--- config.mk ---
export PLATFORM = sky130hd
export DESIGN_NAME = kanagawa_delay_credit_buffer
export DESIGN_NICKNAME = d
export VERILOG_FILES = /design/src/rtl/kanagawa_credit_buffer_pkg.sv /design/src/rtl/kanagawa_credit_buffer_storage.sv /design/src/rtl/kanagawa_delay_credit_buffer.sv
export SDC_FILE = /design/constraint.sdc
export NUM_CORES = 1
export LEC_CHECK = 0
export ABC_CLOCK_PERIOD_IN_PS = 2630
export BUFFER_PORTS_ARGS = -buffer_cell sky130_fd_sc_hd__buf_2
export CORE_ASPECT_RATIO = 0.6
export CORE_MARGIN = 10
export CORE_UTILIZATION = 23
export DETAILED_ROUTE_END_ITERATION = 10
export PLACE_DENSITY_LB_ADDON = 0.15
export SLEW_MARGIN = 15
export SYNTH_ARGS = -nofsm -noshare
export SYNTH_HDL_FRONTEND = slang
export SYNTH_SLANG_ARGS = --single-unit
--- constraint.sdc ---
create_clock -name clk -period 2.63 [get_ports clk]
set_input_delay 0.263 -clock clk [delete_from_list [all_inputs] [get_ports clk]]
set_output_delay 0.263 -clock clk [all_outputs]
set_load 0.01 [all_outputs]
--- src/rtl/kanagawa_credit_buffer_pkg.sv ---
// Shared sizing helpers for the kanagawa delay credit buffer.
// Optional statistics are enabled with KANAGAWA_CREDIT_BUFFER_STATS_EN.
package kanagawa_credit_buffer_pkg;

  localparam int STATS_WIDTH = 32;

  function automatic int count_width(input int depth);
    return $clog2(depth + 1);
  endfunction

  function automatic int ptr_width(input int depth);
    return (depth > 1) ? $clog2(depth) : 1;
  endfunction

endpackage

--- src/rtl/kanagawa_credit_buffer_storage.sv ---
// DEPTH x WIDTH circular storage: one write port, one registered read port.
// The read register always holds the entry the read pointer will point at.
module kanagawa_credit_buffer_storage
  import kanagawa_credit_buffer_pkg::*;
#(
  parameter int WIDTH = 16,
  parameter int DEPTH = 16
) (
  input  logic             clk,
  input  logic             rst,
  input  logic             wr_en,
  input  logic [WIDTH-1:0] wr_data,
  input  logic             rd_en,
  output logic [WIDTH-1:0] rd_data
);

  localparam int PW = ptr_width(DEPTH);
  localparam logic [PW-1:0] LAST = PW'(DEPTH - 1);

  logic [WIDTH-1:0] mem [DEPTH];
  logic [PW-1:0]    wr_ptr;
  logic [PW-1:0]    rd_ptr;
  logic [PW-1:0]    rd_ptr_next;

  function automatic logic [PW-1:0] wrap_inc(
    input logic [PW-1:0] p
  );
    return (p == LAST) ? '0 : p + PW'(1);
  endfunction

  assign rd_ptr_next = rd_en ? wrap_inc(rd_ptr) : rd_ptr;

  always_ff @(posedge clk) begin
    if (!rst) begin
      wr_ptr <= '0;
      rd_ptr <= '0;
    end else begin
      if (wr_en) wr_ptr <= wrap_inc(wr_ptr);
      rd_ptr <= rd_ptr_next;
    end
  end

  always_ff @(posedge clk) begin
    if (wr_en) mem[wr_ptr] <= wr_data;
  end

  // Write-first forwarding when the next head slot is written this edge.
  always_ff @(posedge clk) begin
    if (wr_en && (wr_ptr == rd_ptr_next))
      rd_data <= wr_data;
    else
      rd_data <= mem[rd_ptr_next];
  end

endmodule

--- src/rtl/kanagawa_delay_credit_buffer.sv ---
// Credit-managed capture buffer restoring backpressure after a delay line.
// KANAGAWA_CREDIT_BUFFER_STATS_EN adds high_water and stall_cycles.
module kanagawa_delay_credit_buffer
  import kanagawa_credit_buffer_pkg::*;
#(
  parameter int WIDTH = 16,
  parameter int DEPTH = 16,
  parameter int DELAY = 8
) (
  input  logic             clk,
  input  logic             rst,
  input  logic             issue_valid,
  output logic             issue_ready,
  input  logic             pipe_valid,
  input  logic [WIDTH-1:0] pipe_data,
  output logic             out_valid,
  input  logic             out_ready,
  output logic [WIDTH-1:0] out_data,
  output logic             overflow_err
`ifdef KANAGAWA_CREDIT_BUFFER_STATS_EN
  ,
  output logic [count_width(DEPTH)-1:0] high_water,
  output logic [STATS_WIDTH-1:0]        stall_cycles
`endif
);

  localparam int CW = count_width(DEPTH);
  localparam logic [CW-1:0] FULL = CW'(DEPTH);

  if (DEPTH < 1) begin : g_depth_chk
    $error("kanagawa_delay_credit_buffer: DEPTH must be >= 1");
  end

  if (DEPTH < DELAY + 3) begin : g_rate_chk
    $warning("kanagawa_delay_credit_buffer: DEPTH < DELAY+3, reduced rate");
  end

  logic [CW-1:0] credits;
  logic [CW-1:0] occupancy;
  logic          full;
  logic          issue_fire;
  logic          pop;
  logic          wr_en;

  assign issue_ready = (credits != '0);
  assign out_valid   = (occupancy != '0);
  assign full        = (occupancy == FULL);
  assign issue_fire  = issue_valid & issue_ready;
  assign pop         = out_valid & out_ready;
  assign wr_en       = pipe_valid & (~full | pop);

  always_ff @(posedge clk) begin
    if (!rst) begin
      credits      <= FULL;
      occupancy    <= '0;
      overflow_err <= 1'b0;
    end else begin
      credits   <= credits - CW'(issue_fire) + CW'(pop);
      occupancy <= occupancy + CW'(wr_en) - CW'(pop);
      // Arrival at full storage means the producer ignored credits.
      if (pipe_valid & full & ~pop) overflow_err <= 1'b1;
    end
  end

  kanagawa_credit_buffer_storage #(
    .WIDTH(WIDTH),
    .DEPTH(DEPTH)
  ) u_storage (
    .clk    (clk),
    .rst    (rst),
    .wr_en  (wr_en),
    .wr_data(pipe_data),
    .rd_en  (pop),
    .rd_data(out_data)
  );

`ifdef KANAGAWA_CREDIT_BUFFER_STATS_EN
  always_ff @(posedge clk) begin
    if (!rst) begin
      high_water   <= '0;
      stall_cycles <= '0;
    end else begin
      if (occupancy > high_water) high_water <= occupancy;
      if (out_valid & ~out_ready & ~&stall_cycles)
        stall_cycles <= stall_cycles + 1'b1;
    end
  end
`endif

endmodule

# After elaboration in Yosys (flattened, before gate mapping)
# Memory sizes are Yosys's and may differ from the RTL's. A register that Yosys moved wholly into a read port is not among the register bits.
# Cells that the tools add are included.
word_totals:
  inputBits: 21
  memories: 1
  mem_bits_rw: 256
  wordCells: 30
  regBits: 19
  output_inout_bits: 19
memory_table:
  columns: ["name", "words", "width", "read_ports", "rd_clocked_by_memory_dff", "wr", "line", "text"]
  rows:
  - ["u_storage.mem", 16, 16, 1, 1, 1, "kanagawa_credit_buffer_storage.sv:20", "logic [WIDTH-1:0] mem [DEPTH];"]
op_classes:
  n_bitwise: 8
  reduce_logical: 2
  eq_ne: 3
  muxes: 5
  add_sub_neg: 6
op_table:
  columns: ["operator", "n"]
  rows:
  - ["4-bit two-way mux", 3]
  - ["5-bit by 1-bit adder with 5-bit output", 2]
  - ["5-bit nonzero test", 2]
  - ["5-bit by 1-bit subtractor with 5-bit output", 2]
  - ["4-bit by 1-bit adder with 4-bit output (second input constant)", 2]
  - ["4-bit equality test (second input constant)", 2]
  - ["1-bit bitwise AND", 5]
  - ["5-bit equality test (second input constant)", 1]
  - ["1-bit two-way mux", 2]
  - ["1-bit inverter", 2]
  - ["1-bit bitwise OR", 1]

# Longest topological paths before layout
logic_depth:
  depth_word: 6
  depth_mapped: 15
  depth_no_buf: 15

# Cells and area by module
# Synthesis repeated with hierarchy kept, for this count alone.
unflattened:
  hier_cells: 551
  hier_area_um2: 10988.0
by_module_without_submodules:
  columns: ["mod", "cells_each", "seq_area_each_um2", "area_each_um2", "instances"]
  rows:
  - ["kanagawa_credit_buffer_storage", 466, 7927.6, 10232.3, 1]
  - ["kanagawa_delay_credit_buffer", 85, 220.2, 755.7, 1]

# Worst setup path before layout
# OpenSTA, ideal clock, no wires.
synth_timing:
  path_kind: "reg2reg"
  startpoint: "reg occupancy[2]"
  endpoint: "mem u_storage.mem[0][0] (enable)"
  stages_incl_launch_ff: 7
  setup_ns: 0.409
  path_buffers: 0
  slack_ns: -0.098
  period_less_slack_ns: 2.728
  arrival_ns: 2.318
  required_time_ns: 2.221
  path_cell_list: "dfxtp_1 -> inv_1 -> ha_1 -> nor4b_1 -> a21oi_2 -> nand2_1 -> nor3_1"
synth_between:
  elab_chain_len: 6
  elab_cells_between_ends: 8
  classes_between: "eq/ne: 1; mux: 2; bitwise: 4; reduce/logical: 1"
synth_rtl:
  columns: ["item", "line", "text"]
  rows:
  - ["start, declared", "kanagawa_delay_credit_buffer.sv:39", "logic [CW-1:0] occupancy;"]
  - ["start signal, assigned", "kanagawa_delay_credit_buffer.sv:59", "occupancy <= occupancy + CW'(wr_en) - CW'(pop);"]
  - ["5-bit nonzero test / 5-bit equality test (equally long branches)", "kanagawa_delay_credit_buffer.sv:46, kanagawa_delay_credit_buffer.sv:47", null]
  - ["1-bit bitwise AND / 1-bit inverter (equally long branches)", "kanagawa_delay_credit_buffer.sv:49, kanagawa_delay_credit_buffer.sv:50", null]
  - ["1-bit bitwise OR *", "kanagawa_delay_credit_buffer.sv:50", "assign wr_en = pipe_valid & (~full | pop);"]
  - ["1-bit bitwise AND *", "kanagawa_delay_credit_buffer.sv:50", null]
  - ["1-bit two-way mux *", "kanagawa_credit_buffer_storage.sv:44", "if (wr_en) mem[wr_ptr] <= wr_data;"]
  - ["1-bit two-way mux (not written as such) *", "kanagawa_credit_buffer_storage.sv:44", null]
  - ["end, declared", "kanagawa_credit_buffer_storage.sv:20", null]
# Every way passes the cells marked *; elsewhere a longest branch is shown, timed or not.

==> out/qor.json <==
{
  "outcome": {
    "run_status": "finished clean"
  },
  "power_and_ir_drop": {
    "vdd.ir_drop.worst_v": 0.000457,
    "seq_power_share": 0.386,
    "p_sw_frac": 0.272,
    "switchingPower_mw": 3.67,
    "cellLeakagePower_nw": 4.49,
    "power_per_cell_area_nw_per_um2": 981,
    "power.total_mw": 13.5,
    "combPwrFrac": 0.297,
    "intPower_mw": 9.83,
    "clock_power_share": 0.318
  },
  "logic_synthesis": {
    "synth-warning-count": 0,
    "postSynthCellCount": 547,
    "post_synthesis_sequential_area_ratio": 0.746,
    "synthTopCellsByArea": "sky130_fd_sc_hd__edfxtp_1 (70%), sky130_fd_sc_hd__mux4_2 (11%), sky130_fd_sc_hd__dfxtp_1 (4.2%)",
    "synth_cell_type_count": 39,
    "synth_edf_count": 256,
    "synth.ff_latch_count": 279,
    "synth.cell_area_um2": 10900,
    "ys_dominant_reg_cell": "sky130_fd_sc_hd__edfxtp_1",
    "synth_top_area_share": 0.703,
    "synth_area_per_cell_um2": 20.0,
    "synth.net_count": 587,
    "synth_async_sr_flop_share": 0,
    "synth_top_cell_by_area": "sky130_fd_sc_hd__edfxtp_1"
  },
  "clock_tree": {
    "tritoncts.num_buffers": 28,
    "cts_buffer_depth": 3,
    "cts-root-buf": "sky130_fd_sc_hd__clkbuf_16",
    "tritoncts": "done",
    "numClockSinks": 279,
    "cts.reportedPaths.clkPinSlew_ps": 70,
    "insertion_delay_ps": 550,
    "cts_max_level": 1
  },
  "drt": {
    "antenna_left": 0,
    "drt_first_iter_violations": 361,
    "total_via_count_after_detailed_routing": 5584,
    "finalWirelength_um": 28200,
    "drc_errors": 0,
    "routed_via_density": 4.26,
    "dr.pass1.iters": 5,
    "routed_wire_length_per_instance_um": 21.5
  },
  "sta": {
    "finalCritPeriodShare": 0.982,
    "max_freq_mhz": 387,
    "report.final.hold_viol_count": 0,
    "fin_ws_ps": 47.0,
    "final_max_slew_viol_count": 0,
    "timing.final.crit_period_ps": 2580,
    "fin_worst_skew_ps": 9.32,
    "timing_worst_slew_pin_value_ps": 578,
    "setup_tns_ps": 0,
    "unrepaired_setup_endpoints_after_global_routing": "true",
    "setup_viol": 0,
    "tightest_slew_margin_relative_to_the_limit": 0.614
  },
  "global_routing": {
    "grt-ovfl-total": 0,
    "globalRouteTotalUtil": 0.0964,
    "first_global_vias": 5832,
    "grt_start_max_net_pins": 25,
    "antenna_found_initial": 2,
    "grt_pass1_wl_um": 40400
  },
  "floorplan": {
    "die_w_um": 301,
    "fp-row-count": 61,
    "ios": 40,
    "die_y_um": 189,
    "core-area_um2": 46600,
    "initial_core_util": 0.234,
    "die-area_um2": 56900
  },
  "placed_design": {
    "post-place-cells": 1234,
    "place.detailed.hpwl_um": 16700,
    "io_buffer_count": 39,
    "dpl_worst_slack_ps": -76.6,
    "place.gp.congestion": 0.694
  },
  "final_layout": {
    "syn2layout_area_growth_pct": 25.9,
    "finalNetCount": 701,
    "antenna_cells_inserted": 0,
    "final_core_utilization": 0.295,
    "drive_above_1_share": 0.394,
    "fill_cells": 4529,
    "layout.cells.non_filler": 1311
  },
  "worst_hold_path": {
    "timing.hold.worst.class": "in -> reg",
    "timing.hold.worst_path_depth": 3,
    "worstHoldStart": "out_ready"
  },
  "setup_path": {
    "rr_worst_depth": 14,
    "register_to_register_path_setup_slack_ps": 130,
    "worst_r2r_start": "occupancy[2]",
    "worst_ep_arrival_time_ps": 2320,
    "cp-start-kind": "flop",
    "setup.worst_path.end_class": "output port",
    "critPathMaxFanout": 5,
    "critPathKind": "reg -> out",
    "rr_endpoint": "occupancy[4]",
    "critical_path_required_ps": 2370
  },
  "flow_run": {
    "drv.max_cap_violation_count": 0
  }
}
## power by group through the flow
stage	clock, mW	sequential [mW]	combinational [mW]
finish	4.29	5.21	4.01
global route	4.60	5.23	4.35
CTS	4.44	5.23	3.51
global placement	0	5.31	3.09
floorplan	0	5.20	2.20
detailed placement	0	5.32	3.14
## metal layers
metal / up-vias / wire [µm] / global-route usage
li1: 2450 / - / -
met1: 2988 / 13700 / 0.134
met2: 101 / 12900 / 0.153
met3: 41 / 1090 / 0.0195
met4: 4 / 507 / 0.0210
met5: - / 26 / 0
## layout by cell type (no fill, tap or decap), drive strengths merged, types with 2 or more instances in the layout
master         n
a21o           2
a21oi          7
a22oi         32
a31oi          4
and2           7
buf          103
bufinv         6
clkbuf        36
clkinv         8
dfxtp         23
dlygate4sd3    2
edfxtp       256
fa             2
ha            17
inv           25
mux2           2
mux2i          2
mux4          64
nand2         24
nand2b         3
nand3          3
nor2          24
nor2b          4
nor3           6
nor4b          2
o21ai          3
xnor2          4
xor2           3
## synthesized netlist by cell type, drive strengths merged, types with 2 or more instances
library cell and number:
nand2b 3, nor3 6, nor4b 2, nand3 3, xor2 3, a21oi 7, ha 17, edfxtp 256
inv 22, a22oi 32, a21o 2, mux4 64, nor2 24, dfxtp 23, clkbuf 9, a31oi 4
mux2i 2, nand2 24, nor2b 4, buf 15, and2 7, xnor2 4, mux2 2, fa 2
o21ai 3
## registers in the layout, summed over array words and instances, names as in the netlist, named ones only
name	count
occupancy	5
u_storage.wr_ptr	4
u_storage.mem	256
credits	5
u_storage.rd_ptr	4
overflow_err	1
## how the worst max path moves through the flow
stage                       startpoint                  end  slack (ps)  depth (start not counted)
after floorplan           occupancy[2]  u_storage.mem[3][0]           1                          5
after global routing      occupancy[3]         occupancy[4]         -20                         15
final                             flop          out_data[7]          50                          7
after CTS                         flop          out_data[4]          -1                          5
after detailed placement  occupancy[3]           credits[4]         -80                         15
after global placement    occupancy[3]         occupancy[4]          10                         15
## cell type report
type                    instances  area (µm²)  area share
well taps                     630         788      0.0573
multi-input cells             222        2800       0.204
flip-flops and latches        279        8160       0.593
clock buffers                  33         741      0.0538
clock inverters                17         241      0.0176
inverters                      22        82.6     0.00600
repair buffers                108         945      0.0687
## repair_timing
| action | 4_1_cts | 5_1_grt |
|---|---|---|
| pin swaps | 1 | 12 |
| hold buffers | 2 | 0 |
| resized for setup | 19 | 38 |
| gates cloned | 2 | 3 |
| setup endpoints to repair | 16 | 16 |
| hold endpoints to repair | 2 | 0 |
| setup buffers | 8 | 12 |
## cells by family (layout without fill, tap and decap cells)
kind of cell             after synthesis  count (layout)  share of synthesized area
AO/OA/AOI/OAI                         52              52                     0.0335
XOR/XNOR                               7               7                    0.00561
adder cells (fa/ha/maj)               19              19                     0.0231
buffers and inverters                 46             180                     0.0199
flip-flops                           279             279                      0.746
multiplexers                          68              68                      0.139
AND/OR/NAND/NOR                       76              76                     0.0330
## critical path: stages (launching register included)
cell and delay [ps]:
sky130_fd_sc_hd__dfxtp_4 390, sky130_fd_sc_hd__buf_12 140, sky130_fd_sc_hd__buf_12 120, sky130_fd_sc_hd__buf_4 100, sky130_fd_sc_hd__mux4_2 510, sky130_fd_sc_hd__a22oi_2 240
sky130_fd_sc_hd__nand2_1 110, sky130_fd_sc_hd__buf_2 150
## through the flow
| step | instance area, µm² | hold WS (ps) |
|---|---|---|
| finish | 13800 | 69.0 |
| global route | 13800 | 78.7 |
| detailed placement | 12300 | 513 |
| CTS | 13400 | 46.9 |
| floorplan | 10900 | 339 |
| global placement | 12300 | 499 |
Power figures use the tool's default switching activity.
